==> src/rtl/oc_guard_if.sv <==
// Signal bundle between the switch/enable logic and the overcurrent guard.
// The master side drives flags, requests and clear; the slave side (oc_guard) returns enables and status.
interface oc_guard_if;
   logic [1:0] oc_in;
   logic [1:0] en_req;
   logic       clr;
   logic [1:0] en_out;
   logic [1:0] fault;
   logic [1:0] lockout;
   logic [3:0] fault_cnt0;
   logic [3:0] fault_cnt1;

   modport master (
      output oc_in, en_req, clr,
      input  en_out, fault, lockout, fault_cnt0, fault_cnt1
   );

   modport slave (
      input  oc_in, en_req, clr,
      output en_out, fault, lockout, fault_cnt0, fault_cnt1
   );
endinterface

==> src/rtl/oc_guard.sv <==
// Two-channel H-bridge overcurrent guard: sync + filter OC flags, gate enables, retry with cooldown, lockout.
// Optional macro OC_GUARD_CROSS_TRIP_EN: a trip on one channel also forces the other channel into cooldown.
//
// state    | meaning
// ---------+-------------------------------------------------------------
// ST_RUN   | bridge enable follows en_req; filtered OC evaluated for trip
// ST_COOL  | enable forced off, timer runs; retry when expired and OC clear
// ST_LOCK  | enable forced off until clr
module oc_guard #(
   parameter int unsigned FILTER_CYCLES   = 1000,
   parameter int unsigned COOLDOWN_CYCLES = 50000000,
   parameter int unsigned MAX_RETRIES     = 3
) (
   input  logic       clk,
   input  logic       rst_n,
   oc_guard_if.slave  bus
);

   localparam int FW = $clog2(FILTER_CYCLES + 1);
   localparam int TW = $clog2(COOLDOWN_CYCLES + 1);

   localparam logic [FW-1:0] F_LAST = FW'(FILTER_CYCLES - 1);
   localparam logic [FW-1:0] F_SAT  = FW'(FILTER_CYCLES);
   localparam logic [FW-1:0] F_ONE  = FW'(1);
   localparam logic [TW-1:0] T_LAST = TW'(COOLDOWN_CYCLES - 1);
   localparam logic [TW-1:0] T_DONE = TW'(COOLDOWN_CYCLES);
   localparam logic [TW-1:0] T_ONE  = TW'(1);
   localparam logic [4:0]    R_MAX  = 5'(MAX_RETRIES);

   typedef enum logic [1:0] {
      ST_RUN  = 2'd0,
      ST_COOL = 2'd1,
      ST_LOCK = 2'd2
   } state_t;

   state_t          state     [2];
   logic [FW-1:0]   filt      [2];
   logic [TW-1:0]   timer     [2];
   logic [3:0]      retry     [2];
   logic [4:0]      retry_nxt [2];
   logic [3:0]      fcnt      [2];
   logic [1:0]      sync1;
   logic [1:0]      oc_s;
   logic [1:0]      trip;
   logic [1:0]      cross_trip;

   always_comb begin
      trip = 2'b00;
      for (int i = 0; i < 2; i++) begin
         trip[i]      = (state[i] == ST_RUN) && oc_s[i] && (filt[i] == F_LAST);
         retry_nxt[i] = {1'b0, retry[i]} + 5'd1;
      end
   end

`ifdef OC_GUARD_CROSS_TRIP_EN
   assign cross_trip = {trip[0], trip[1]};
`else
   assign cross_trip = 2'b00;
`endif

   always_ff @(posedge clk or negedge rst_n) begin
      if (!rst_n) begin
         sync1 <= 2'b00;
         oc_s  <= 2'b00;
         for (int i = 0; i < 2; i++) begin
            state[i] <= ST_RUN;
            filt[i]  <= '0;
            timer[i] <= '0;
            retry[i] <= 4'd0;
            fcnt[i]  <= 4'd0;
         end
      end else begin
         sync1 <= bus.oc_in;
         oc_s  <= sync1;
         for (int i = 0; i < 2; i++) begin
            if (bus.clr) begin
               state[i] <= ST_RUN;
               filt[i]  <= '0;
               timer[i] <= '0;
               retry[i] <= 4'd0;
               fcnt[i]  <= 4'd0;
            end else begin
               // filter keeps counting in every state; only RUN acts on it
               if (!oc_s[i])
                  filt[i] <= '0;
               else if (filt[i] != F_SAT)
                  filt[i] <= filt[i] + F_ONE;

               case (state[i])
                  ST_RUN: begin
                     if (trip[i]) begin
                        retry[i] <= retry_nxt[i][3:0];
                        timer[i] <= '0;
                        if (fcnt[i] != 4'hF)
                           fcnt[i] <= fcnt[i] + 4'd1;
                        state[i] <= (retry_nxt[i] >= R_MAX) ? ST_LOCK : ST_COOL;
                     end else if (cross_trip[i]) begin
                        state[i] <= ST_COOL;
                        timer[i] <= '0;
                     end else if (timer[i] == T_LAST) begin
                        timer[i] <= T_DONE;
                        retry[i] <= 4'd0;
                     end else if (timer[i] != T_DONE) begin
                        timer[i] <= timer[i] + T_ONE;
                     end
                  end
                  ST_COOL: begin
                     if (timer[i] == T_LAST) begin
                        timer[i] <= '0;
                        if (!oc_s[i])
                           state[i] <= ST_RUN;
                     end else begin
                        timer[i] <= timer[i] + T_ONE;
                     end
                  end
                  ST_LOCK: state[i] <= ST_LOCK;
                  default: state[i] <= ST_RUN;
               endcase
            end
         end
      end
   end

   always_comb begin
      bus.en_out  = 2'b00;
      bus.fault   = 2'b00;
      bus.lockout = 2'b00;
      for (int i = 0; i < 2; i++) begin
         bus.en_out[i]  = bus.en_req[i] && (state[i] == ST_RUN);
         bus.fault[i]   = (state[i] == ST_COOL) || (state[i] == ST_LOCK);
         bus.lockout[i] = (state[i] == ST_LOCK);
      end
   end

   assign bus.fault_cnt0 = fcnt[0];
   assign bus.fault_cnt1 = fcnt[1];

endmodule

==> src/flat_wrapper.sv <==
// flat-port wrapper written by rule: the top's interface ports become plain ports
module oc_guard_flat 
#(
   parameter int unsigned FILTER_CYCLES   = 1000,
   parameter int unsigned COOLDOWN_CYCLES = 50000000,
   parameter int unsigned MAX_RETRIES     = 3
)
  (clk, rst_n, bus_oc_in, bus_en_req, bus_clr, bus_en_out, bus_fault, bus_lockout, bus_fault_cnt0, bus_fault_cnt1);
  oc_guard_if bus_i ();
  input  logic clk;
  input  logic rst_n;
  input wire logic [$bits(bus_i.oc_in)-1:0] bus_oc_in;
  input wire logic [$bits(bus_i.en_req)-1:0] bus_en_req;
  input wire logic [$bits(bus_i.clr)-1:0] bus_clr;
  output wire logic [$bits(bus_i.en_out)-1:0] bus_en_out;
  output wire logic [$bits(bus_i.fault)-1:0] bus_fault;
  output wire logic [$bits(bus_i.lockout)-1:0] bus_lockout;
  output wire logic [$bits(bus_i.fault_cnt0)-1:0] bus_fault_cnt0;
  output wire logic [$bits(bus_i.fault_cnt1)-1:0] bus_fault_cnt1;
  assign bus_i.oc_in = bus_oc_in;
  assign bus_i.en_req = bus_en_req;
  assign bus_i.clr = bus_clr;
  assign bus_en_out = bus_i.en_out;
  assign bus_fault = bus_i.fault;
  assign bus_lockout = bus_i.lockout;
  assign bus_fault_cnt0 = bus_i.fault_cnt0;
  assign bus_fault_cnt1 = bus_i.fault_cnt1;
  oc_guard #(.FILTER_CYCLES(FILTER_CYCLES), .COOLDOWN_CYCLES(COOLDOWN_CYCLES), .MAX_RETRIES(MAX_RETRIES)) u_core (.clk(clk), .rst_n(rst_n), .bus(bus_i));
endmodule
==> config.mk <==
export PLATFORM = sky130hd
export DESIGN_NAME = oc_guard_flat
export DESIGN_NICKNAME = d
export VERILOG_FILES = /design/src/rtl/oc_guard_if.sv /design/src/rtl/oc_guard.sv /design/src/flat_wrapper.sv
export SDC_FILE = /design/constraint.sdc
export NUM_CORES = 1
export LEC_CHECK = 0
export BUFFER_PORTS_ARGS = -buffer_cell sky130_fd_sc_hd__buf_2
export CAP_MARGIN = 20
export CORE_UTILIZATION = 56
export CTS_CLUSTER_DIAMETER = 40
export CTS_CLUSTER_SIZE = 14
export DETAILED_ROUTE_END_ITERATION = 16
export GPL_ROUTABILITY_DRIVEN = 0
export PLACE_DENSITY = 0.83
export RECOVER_POWER = 25
export SKIP_LAST_GASP = 1
export SYNTH_ARGS = -nofsm -noshare
export SYNTH_HDL_FRONTEND = slang
export SYNTH_SLANG_ARGS = --single-unit
==> constraint.sdc <==
create_clock -name clk -period 2.7 [get_ports clk]
set_clock_uncertainty 0.15 [all_clocks]
set_input_delay 0.54 -clock clk [delete_from_list [all_inputs] [get_ports clk]]
set_output_delay 0.54 -clock clk [all_outputs]
set_load 0.02 [all_outputs]
Word-level counts from Yosys, hierarchy flattened
Cells that the tools add are included.
{"block": "totals", "regBits": 96, "output_inout_bits": 14, "elab_cells": 120}
{"block": "op_classes", "addsub": 8, "n_lt_le_gt_ge": 2, "n_eq_ne": 24, "n_mux": 46, "n_reduce_logical": 28}
{"cell": "26-bit 2-to-1 mux", "count": 10}
{"cell": "26-bit one-hot mux with 2 select lines", "count": 2}
{"cell": "4-bit 2-to-1 mux", "count": 16}
{"cell": "10-bit 2-to-1 mux", "count": 6}
{"cell": "26-bit by 1-bit adder with 26-bit output (second input constant)", "count": 2}
{"cell": "26-bit equality test (second input constant)", "count": 2}
{"cell": "26-bit inequality test (second input constant)", "count": 2}
{"cell": "10-bit by 1-bit adder with 10-bit output (second input constant)", "count": 2}
{"cell": "10-bit equality test (second input constant)", "count": 2}
{"cell": "2-bit 2-to-1 mux", "count": 10}
{"cell": "10-bit inequality test (second input constant)", "count": 2}
{"cell": "3-bit by 2-bit inequality test with 1-bit output (second input constant)", "count": 4}
{"cell": "3-bit inequality test (second input constant)", "count": 4}
{"cell": "2-bit one-hot mux with 3 select lines", "count": 2}
{"cell": "3-bit AND reduction", "count": 4}
{"cell": "2-bit nonzero test", "count": 6}
{"cell": "3-bit nonzero test", "count": 4}
{"cell": "4-bit by 1-bit adder with 5-bit output (second input constant)", "count": 2}
{"cell": "5-bit by 2-bit >= comparator with 1-bit output (second input constant)", "count": 2}
{"cell": "5-bit by 4-bit inequality test with 1-bit output (second input constant)", "count": 2}
{"cell": "4-bit by 1-bit adder with 4-bit output (second input constant)", "count": 2}
{"cell": "4-bit inequality test (second input constant)", "count": 2}
{"cell": "2-bit AND reduction", "count": 4}
{"cell": "1-bit logical AND", "count": 6}
{"cell": "other kinds (4)", "count": 8}

Depth between registers and ports, before layout
Gate-level depths: netlist (run 1).
{"block": "logic_depth", "word_depth": 6, "mapped_depth": 12, "ltp_nobuf": 8}

Worst setup path after synthesis (run 1)
No wires, ideal clock.
{"block": "synth_path", "path_kind": "reg-to-reg", "startpoint": "register u_core.state[2] in the netlist's numbering", "endpoint": "register u_core.timer[31] in the netlist's numbering", "setup_time_ps": 121, "arrival_ps": 2453, "required_ps": 2429, "path_slack_ps": -24, "stages_incl_launch_ff": 12, "path_buffers": 3, "period_less_slack_ps": 2724, "path_cell_list": "dfrtp_1 inv_1 ha_1 buf_2 nand4_1 or4_1 clkbuf_1 o21ai_1 or2_2 buf_2 o21ai_0 a22o_1"}
{"block": "synth_via", "elab_chain_len": 6, "word_cells_on_any_way": 10, "cone_classes": "eq/ne (2); mux (3); reduce/logical (5)"}
{"element": "from (decl)", "line_no": "oc_guard.sv:36", "text": "state_t state [2];"}
{"element": "from (signal, indexed assignment)", "line_no": "oc_guard.sv:96", "text": "state[i] <= (retry_nxt[i] >= R_MAX) ? ST_LOCK : ST_COOL;"}
{"element": "2-bit logical NOT", "line_no": "oc_guard.sv:50, oc_guard.sv:89"}
{"element": "1-bit logical AND (2 in series)", "line_no": "oc_guard.sv:50", "text": "trip[i] = (state[i] == ST_RUN) && oc_s[i] && (filt[i] == F_LAST);"}
{"element": "26-bit 2-to-1 mux", "line_no": "oc_guard.sv:91", "text": "if (trip[i]) begin"}
{"element": "26-bit one-hot mux with 2 select lines", "line_no": "oc_guard.sv:89", "text": "case (state[i])"}
{"element": "26-bit 2-to-1 mux", "line_no": "oc_guard.sv:76", "text": "if (bus.clr) begin"}
{"element": "to (signal, indexed assignment)", "line_no": "oc_guard.sv:104", "text": "timer[i] <= timer[i] + T_ONE;"}
{"element": "to (signal, indexed assignment)", "line_no": "oc_guard.sv:113", "text": "timer[i] <= timer[i] + T_ONE;"}
{"element": "to (decl)", "line_no": "oc_guard.sv:38", "text": "logic [TW-1:0] timer [2];"}
Several ways; a longest one is shown, not always the timed one.
A chain may end at the register's enable or synchronous reset.

Worst setup path in the final report (run 1)
{"block": "layout_path", "startpoint": "register u_core.state[3] in the netlist's numbering", "endpoint": "register u_core.timer[36] in the netlist's numbering"}
Same word-level chain as after synthesis.

==> results.py, run 1 <==
metrics = {
    "run_status": {
        "status": "completed",
    },
    "timing": {
        "hold_viol": 0,
        "rsz0062_at_grt": "no",
        "period_share_pct": 97.36,
        "setup_viol": 0,
        "setup_tns_ns": 0,
        "slew_headroom_pct": 10.92,
        "tightestPinTransition_ns": 1.336,
        "period_minus_slack_ns": 2.629,
        "maxSlewViolCount": 0,
        "fmax_mhz": 380.4,
    },
    "clock_network": {
        "worstSkewPairLatency_ns": 0.37,
        "cts-buffers-inserted": 9,
        "clk_pin_slew_worst_paths_ns": 0.09,
        "cts_buffer_depth": 2,
        "root_buffer": "clkbuf_8",
        "cts.sinks": 96,
        "cts_max_level": 3,
        "cts_tree": "built",
    },
    "layout": {
        "final_util_pct": 66.56,
        "layout.nets": 704,
        "area_growth_pct": 13.50,
        "fin_area_sq_mm": 0.006237,
        "drive_gt1_share_pct": 14.52,
        "n_antenna_cell": 0,
        "fillers": 756,
    },
    "synth": {
        "ys_ff_latch": 96,
        "syn_nets": 651,
        "ys_types": 53,
        "synth_async_sr_flop_share_pct": 100.0,
        "synthesis.area_sq_mm": 0.005495,
        "synth_common_cells": "dfrtp_1 (96), nor2_1 (79), nand2_1 (54)",
        "ys_top_cells_by_area": "dfrtp_1 (44%), nor2_1 (5.4%), ha_1 (4.6%), o21ai_0 (4.3%), nand3_1 (3.8%)",
        "ys_seq_area_share_pct": 43.72,
        "syn_inst": 624,
        "syn_area_per_cell_sq_um": 8.807,
        "yosysWarnings": 0,
        "synth_top_area_cell": "dfrtp_1",
        "synth-edff-count": 0,
        "synth_flop_cell": "dfrtp_1",
        "synth.most_common_cell": "dfrtp_1",
        "netlist.area_leader.share_pct": 43.72,
    },
    "pwr": {
        "p_leak_nw": 2.770,
        "vdd_drop_max_v": 0.0005113,
        "powerDensity_mw_per_mm2": 488.7,
    },
    "grt": {
        "grtUsageTotal_pct": 26.68,
        "grtUsageMet1_pct": 33.27,
        "grt_start_max_net_pins": 52,
        "busiest_layer": "met2",
        "grt_pass1_vias": 4801,
        "grt_pass1_wl_mm": 21.50,
        "grt_antenna_before_repair": 0,
        "gr-usage-met3_pct": 5.270,
        "grt_overflow_total": 0,
        "use_met2_pct": 46.26,
    },
    "die": {
        "ios": 21,
        "initial_core_util_pct": 58.64,
        "rows": 35,
        "dieArea_sq_mm": 0.01021,
        "coreArea_sq_mm": 0.009371,
        "die_height_um": 101.1,
        "fp.dieW_um": 101.1,
    },
    "flow_run": {
        "maxCapViolCount": 0,
    },
    "setup_path": {
        "arrival_ns": 2.72,
        "worst_ep_required_time_ns": 2.79,
        "crit_type": "reg -> reg",
        "crit_fanout": 16,
        "critPathCaptureType": "register",
        "crit_path_start_kind": "register",
    },
    "detailed_routing": {
        "postRouteAntennaNets": 0,
        "vias": 5067,
        "routedWlPerCell_um": 16.03,
        "drc": 0,
        "viasPerCell": 6.248,
        "routed_wl_mm": 13.00,
        "drt_iter0_drc": 261,
        "dr.pass1.iters": 5,
    },
    "placement": {
        "postPlaceCellArea_sq_mm": 0.005981,
        "dp_hpwl_mm": 9.123,
        "portBuffers": 20,
    },
    "min_path": {
        "hold_path_class": "in -> reg",
    },
}
## through the flow
stage                     setup WS (ns)  total power, mW  hold slack, ns  std cells
final                           0.07125            3.048          0.1239        811
after global routing           0.009076            3.204          0.1076        811
after CTS                     -0.009220            3.057         0.07118        804
after detailed placement       0.005126            2.207          0.1856        788
after global placement          0.09683            2.174          0.1901        788
after floorplan                0.001377            1.951         0.09441        624
## flip-flops by register name, indices dropped and copies added (netlist names)
name	count
u_core.bus.fault_cnt0	4
u_core.retry	8
u_core.state	4
u_core.oc_s	2
u_core.filt	20
u_core.sync1	2
u_core.bus.fault_cnt1	4
u_core.timer	52
## area by class of cell
type / instances / area (sq um) / share of cell area, %
multi-input cells: 480 / 2943 / 47.18
flip-flops and latches: 96 / 2404 / 38.54
repair buffers: 65 / 462.9 / 7.422
inverters: 25 / 93.84 / 1.505
clock buffers: 9 / 123.9 / 1.986
clock inverters: 7 / 48.80 / 0.7823
well taps: 129 / 161.4 / 2.588
## worst max-delay path: stages, from the launching register on
cell and delay [ns]:
dfrtp_1 0.41, inv_1 0.12, ha_1 0.18, nand4_1 0.10, or4_1 0.49, and3_1 0.21
a31oi_1 0.16, buf_4 0.23, nand2_2 0.13, o41ai_1 0.32
## worst paths after layout
path	slack, ns	depth (start not counted)	from	endpoint
min reg2reg	0.19	0	u_core.sync1[1]$_DFF_PN0_	u_core.oc_s[1]$_DFF_PN0_
max reg2reg	0.07	9	u_core.state[3]$_DFFE_PN0P_	u_core.timer[36]$_DFFE_PN0P_
max	0.07	9	u_core.state[3]$_DFFE_PN0P_	u_core.timer[36]$_DFFE_PN0P_
min	0.12	1	bus_oc_in[1]	u_core.sync1[1]$_DFF_PN0_
min in group asynchronous	0.30	1	rst_n	u_core.filt[15]$_DFFE_PN0P_
max in group asynchronous	1.22	2	rst_n	u_core.filt[10]$_DFFE_PN0P_
## power by group
| part | switching [mW] | internal [mW] | leakage (nW) |
|---|---|---|---|
| clock network | 0.525 | 0.335 | 0.0889 |
| logic | 0.417 | 0.249 | 1.36 |
| registers | 0.0437 | 1.48 | 1.32 |
## cells in the final DEF (no fill, tap or decap), types with 20 or more instances in the layout
master	n
o21ai_0	46
dfrtp_1	95
nand2_1	53
nor2_1	78
a21oi_1	21
ha_1	20
nand3_1	42
buf_4	43
nor3_1	31
inv_1	25
## cells by family after synthesis
group	after synthesis	synth area share, %
and+or+nand+nor	292	26.80
xor gates and xnor gates	22	3.506
muxes	6	1.093
buffers and inverters	48	3.392
AOI/OAI and AO/OA	140	16.94
adders and majority gates	20	4.554
DFF	96	43.72
## routing by layer
layer | vias to the layer above | routed length [um]
met3 | 35 | 661
met4 | 0 | 265
met2 | 174 | 6475
met1 | 2481 | 5600
met5 | - | 0
li1 | 2377 | -
## repair_timing
item / 4_1_cts / 5_1_grt
buffers inserted: 0 / 7
endpoints found under the setup margin: 3 / 21
hold buffers: 0 / 0
pin swaps: 0 / 2
resized for setup: 1 / 8
Note: power is estimated with default switching activity, not from simulation.
==> run 2, diff against run 1 <==
--- a/config.mk
+++ b/config.mk
@@ -14,6 +14,7 @@
 export GPL_ROUTABILITY_DRIVEN = 0
 export PLACE_DENSITY = 0.83
 export RECOVER_POWER = 25
+export REMOVE_ABC_BUFFERS = 1
 export SKIP_LAST_GASP = 1
 export SYNTH_ARGS = -nofsm -noshare
 export SYNTH_HDL_FRONTEND = slang
==> run 2 against run 1 <==
Against the previous run: sequential cell count unchanged; die area unchanged; first-iteration DRC count up 10%; utilization down 0.35 points; global-route usage down 0.85 points; wire length down 3.9%; largest cell class unchanged; largest power group unchanged.
==> results.py, run 2 (synthesis results as in run 1) <==
metrics = {
    "timing": {
        "rsz0062_at_grt": "yes",
        "period_share_pct": 96.39,
        "fmax_mhz": 384.3,
        "setup_tns_ns": 0,
        "period_minus_slack_ns": 2.602,
        "maxSlewViolCount": 0,
        "setup_ws_ns": 0.09755,
        "hold_viol": 0,
        "tightestPinTransition_ns": 1.315,
        "slew_headroom_pct": 12.35,
        "setup_viol": 0,
    },
    "setup_path": {
        "crit_path_start_kind": "register",
        "worst_ep_required_time_ns": 2.80,
        "crit_start": "u_core.timer[36]$_DFFE_PN0P_",
        "rr_worst_depth": 7,
        "critPathCaptureType": "register",
        "arrival_ns": 2.70,
        "rrSetupSlack_ns": 0.1,
        "rr_startpoint": "u_core.timer[36]$_DFFE_PN0P_",
        "crit_type": "reg -> reg",
        "cp-endpoint": "u_core.timer[48]$_DFFE_PN0P_",
        "crit_fanout": 7,
        "worstReg2RegEnd": "u_core.timer[48]$_DFFE_PN0P_",
    },
    "grt": {
        "grtUsageTotal_pct": 25.84,
        "grt_overflow_total": 0,
        "grt_antenna_before_repair": 0,
        "grt_pass1_wl_mm": 21.08,
        "grt_pass1_vias": 4663,
        "grt_start_max_net_pins": 53,
    },
    "pwr": {
        "total_power_mw": 3.111,
        "p_leak_nw": 2.730,
        "powerDensity_mw_per_mm2": 501.5,
        "vdd_drop_max_v": 0.0005278,
    },
    "layout": {
        "area_growth_pct": 12.91,
        "regArea_sq_mm": 0.002402,
        "largest_reg_flops": 52,
        "layout.nets": 695,
        "final_cell_mix": "dfrtp_1 (96), nor2_1 (79), nand2_1 (53), o21ai_0 (47), nand3_1 (42)",
        "n_antenna_cell": 0,
        "multiInputGateArea_sq_mm": 0.002955,
        "final_util_pct": 66.21,
        "largest_register": "u_core.timer",
        "fillers": 755,
        "drive_gt1_share_pct": 13.10,
        "fin_cells": 801,
        "reg_top3": "u_core.timer: 52 flops, u_core.filt: 20 flops, u_core.retry: 8 flops",
        "layout_commonest_cell": "dfrtp_1",
    },
    "clock_network": {
        "clk_pin_slew_worst_paths_ns": 0.09,
        "cts_hold_buf": 0,
        "cts_buffer_depth": 2,
        "worstSkewPairLatency_ns": 0.36,
        "cts_max_level": 3,
        "cts-buffers-inserted": 9,
        "cts_tree": "built",
        "cts.sinks": 96,
        "root_buffer": "clkbuf_8",
    },
    "min_path": {
        "hold_path_class": "in -> reg",
        "whs_path_depth": 1,
    },
    "detailed_routing": {
        "routed_wl_mm": 12.50,
        "dr.pass1.iters": 5,
        "viasPerCell": 6.177,
        "postRouteAntennaNets": 0,
        "m1WireLength_mm": 5.523,
        "routedWlPerCell_um": 15.60,
        "vias": 4948,
        "drt_iter0_drc": 288,
        "highest_layer": "met4",
        "met3_length_um": 507,
        "drc": 0,
        "wl_met2_mm": 6.237,
    },
    "placement": {
        "dpl_worst_slack_ns": 0.04263,
        "dpl.cell_count": 781,
        "dp_hpwl_mm": 8.842,
        "portBuffers": 20,
    },
    "flow_run": {
        "maxCapViolCount": 0,
    },
    "die": {
        "dieArea_sq_mm": 0.01021,
        "die_height_um": 101.1,
        "rows": 35,
        "fp.dieW_um": 101.1,
        "initial_core_util_pct": 58.64,
        "ios": 21,
        "coreArea_sq_mm": 0.009371,
    },
    "run_status": {
        "status": "completed",
    },
}
[run 2: changes by cell type in the layout (fill, tap and decap cells not counted), sizes merged]
cell	previous run	this run
clkinv	6	2
bufinv	0	1
clkbuf	10	11
buf	64	55
inv	25	26
[run 2: layout make-up]
cell class	instances	share of cell area (%)
Clock inverter	5	0.9074
Inverter	25	1.512
Timing Repair Buffer	56	6.574
Multi-Input combinational cell	480	47.63
Tap cell	129	2.601
Sequential cell	96	38.72
Clock buffer	10	2.057
[run 2: through the flow]
stage | hold slack (ns) | instance area (sq um)
after global routing | 0.1120 | 6205
after global placement | 0.1833 | 5937
after CTS | 0.08987 | 6121
after detailed placement | 0.1864 | 5937
final | 0.1321 | 6205
after floorplan | 0.09441 | 5403
[run 2: how the worst min path moves through the flow]
| stage | slack (ns) | start | end |
|---|---|---|---|
| floorplan | 0.09 | rst_n | u_core.bus.fault_cnt0[0]$_DFFE_PN0P_ |
| global placement | 0.18 | u_core.sync1[1]$_DFF_PN0_ | u_core.oc_s[1]$_DFF_PN0_ |
| detailed placement | 0.19 | u_core.sync1[1]$_DFF_PN0_ | u_core.oc_s[1]$_DFF_PN0_ |
| CTS | 0.09 | rst_n | u_core.retry[7]$_DFFE_PN0P_ |
| global route | 0.11 | bus_oc_in[1] | u_core.sync1[1]$_DFF_PN0_ |
| finish | 0.13 | bus_oc_in[1] | u_core.sync1[1]$_DFF_PN0_ |
[run 2: per-layer routing]
layer | vias to the layer above | GRT usage (%)
met2 | 127 | 44.27
li1 | 2379 | -
met5 | - | 0
met3 | 24 | 4.924
met4 | 0 | 9.253
met1 | 2418 | 32.51
[run 2: timing repair]
action | 4_1_cts | 5_1_grt
resized for setup | 0 | 10
endpoints found under the setup margin | 0 | 33
setup buffers | 0 | 5
[run 2: worst max-delay path: stages (launching register included)]
cell and delay, ns:
dfrtp_1 0.39, or4_1 0.53, or3_4 0.42, nor2_1 0.19, buf_4 0.16, a31o_2 0.26
o21ai_0 0.14, a22o_1 0.26
[run 2: report_power, final]
part           internal, mW  total (mW)  switching [mW]  leakage, nW
sequential             1.48        1.52          0.0451         1.32
combinational         0.244       0.663           0.419         1.31
clock                 0.425       0.926           0.501       0.0925
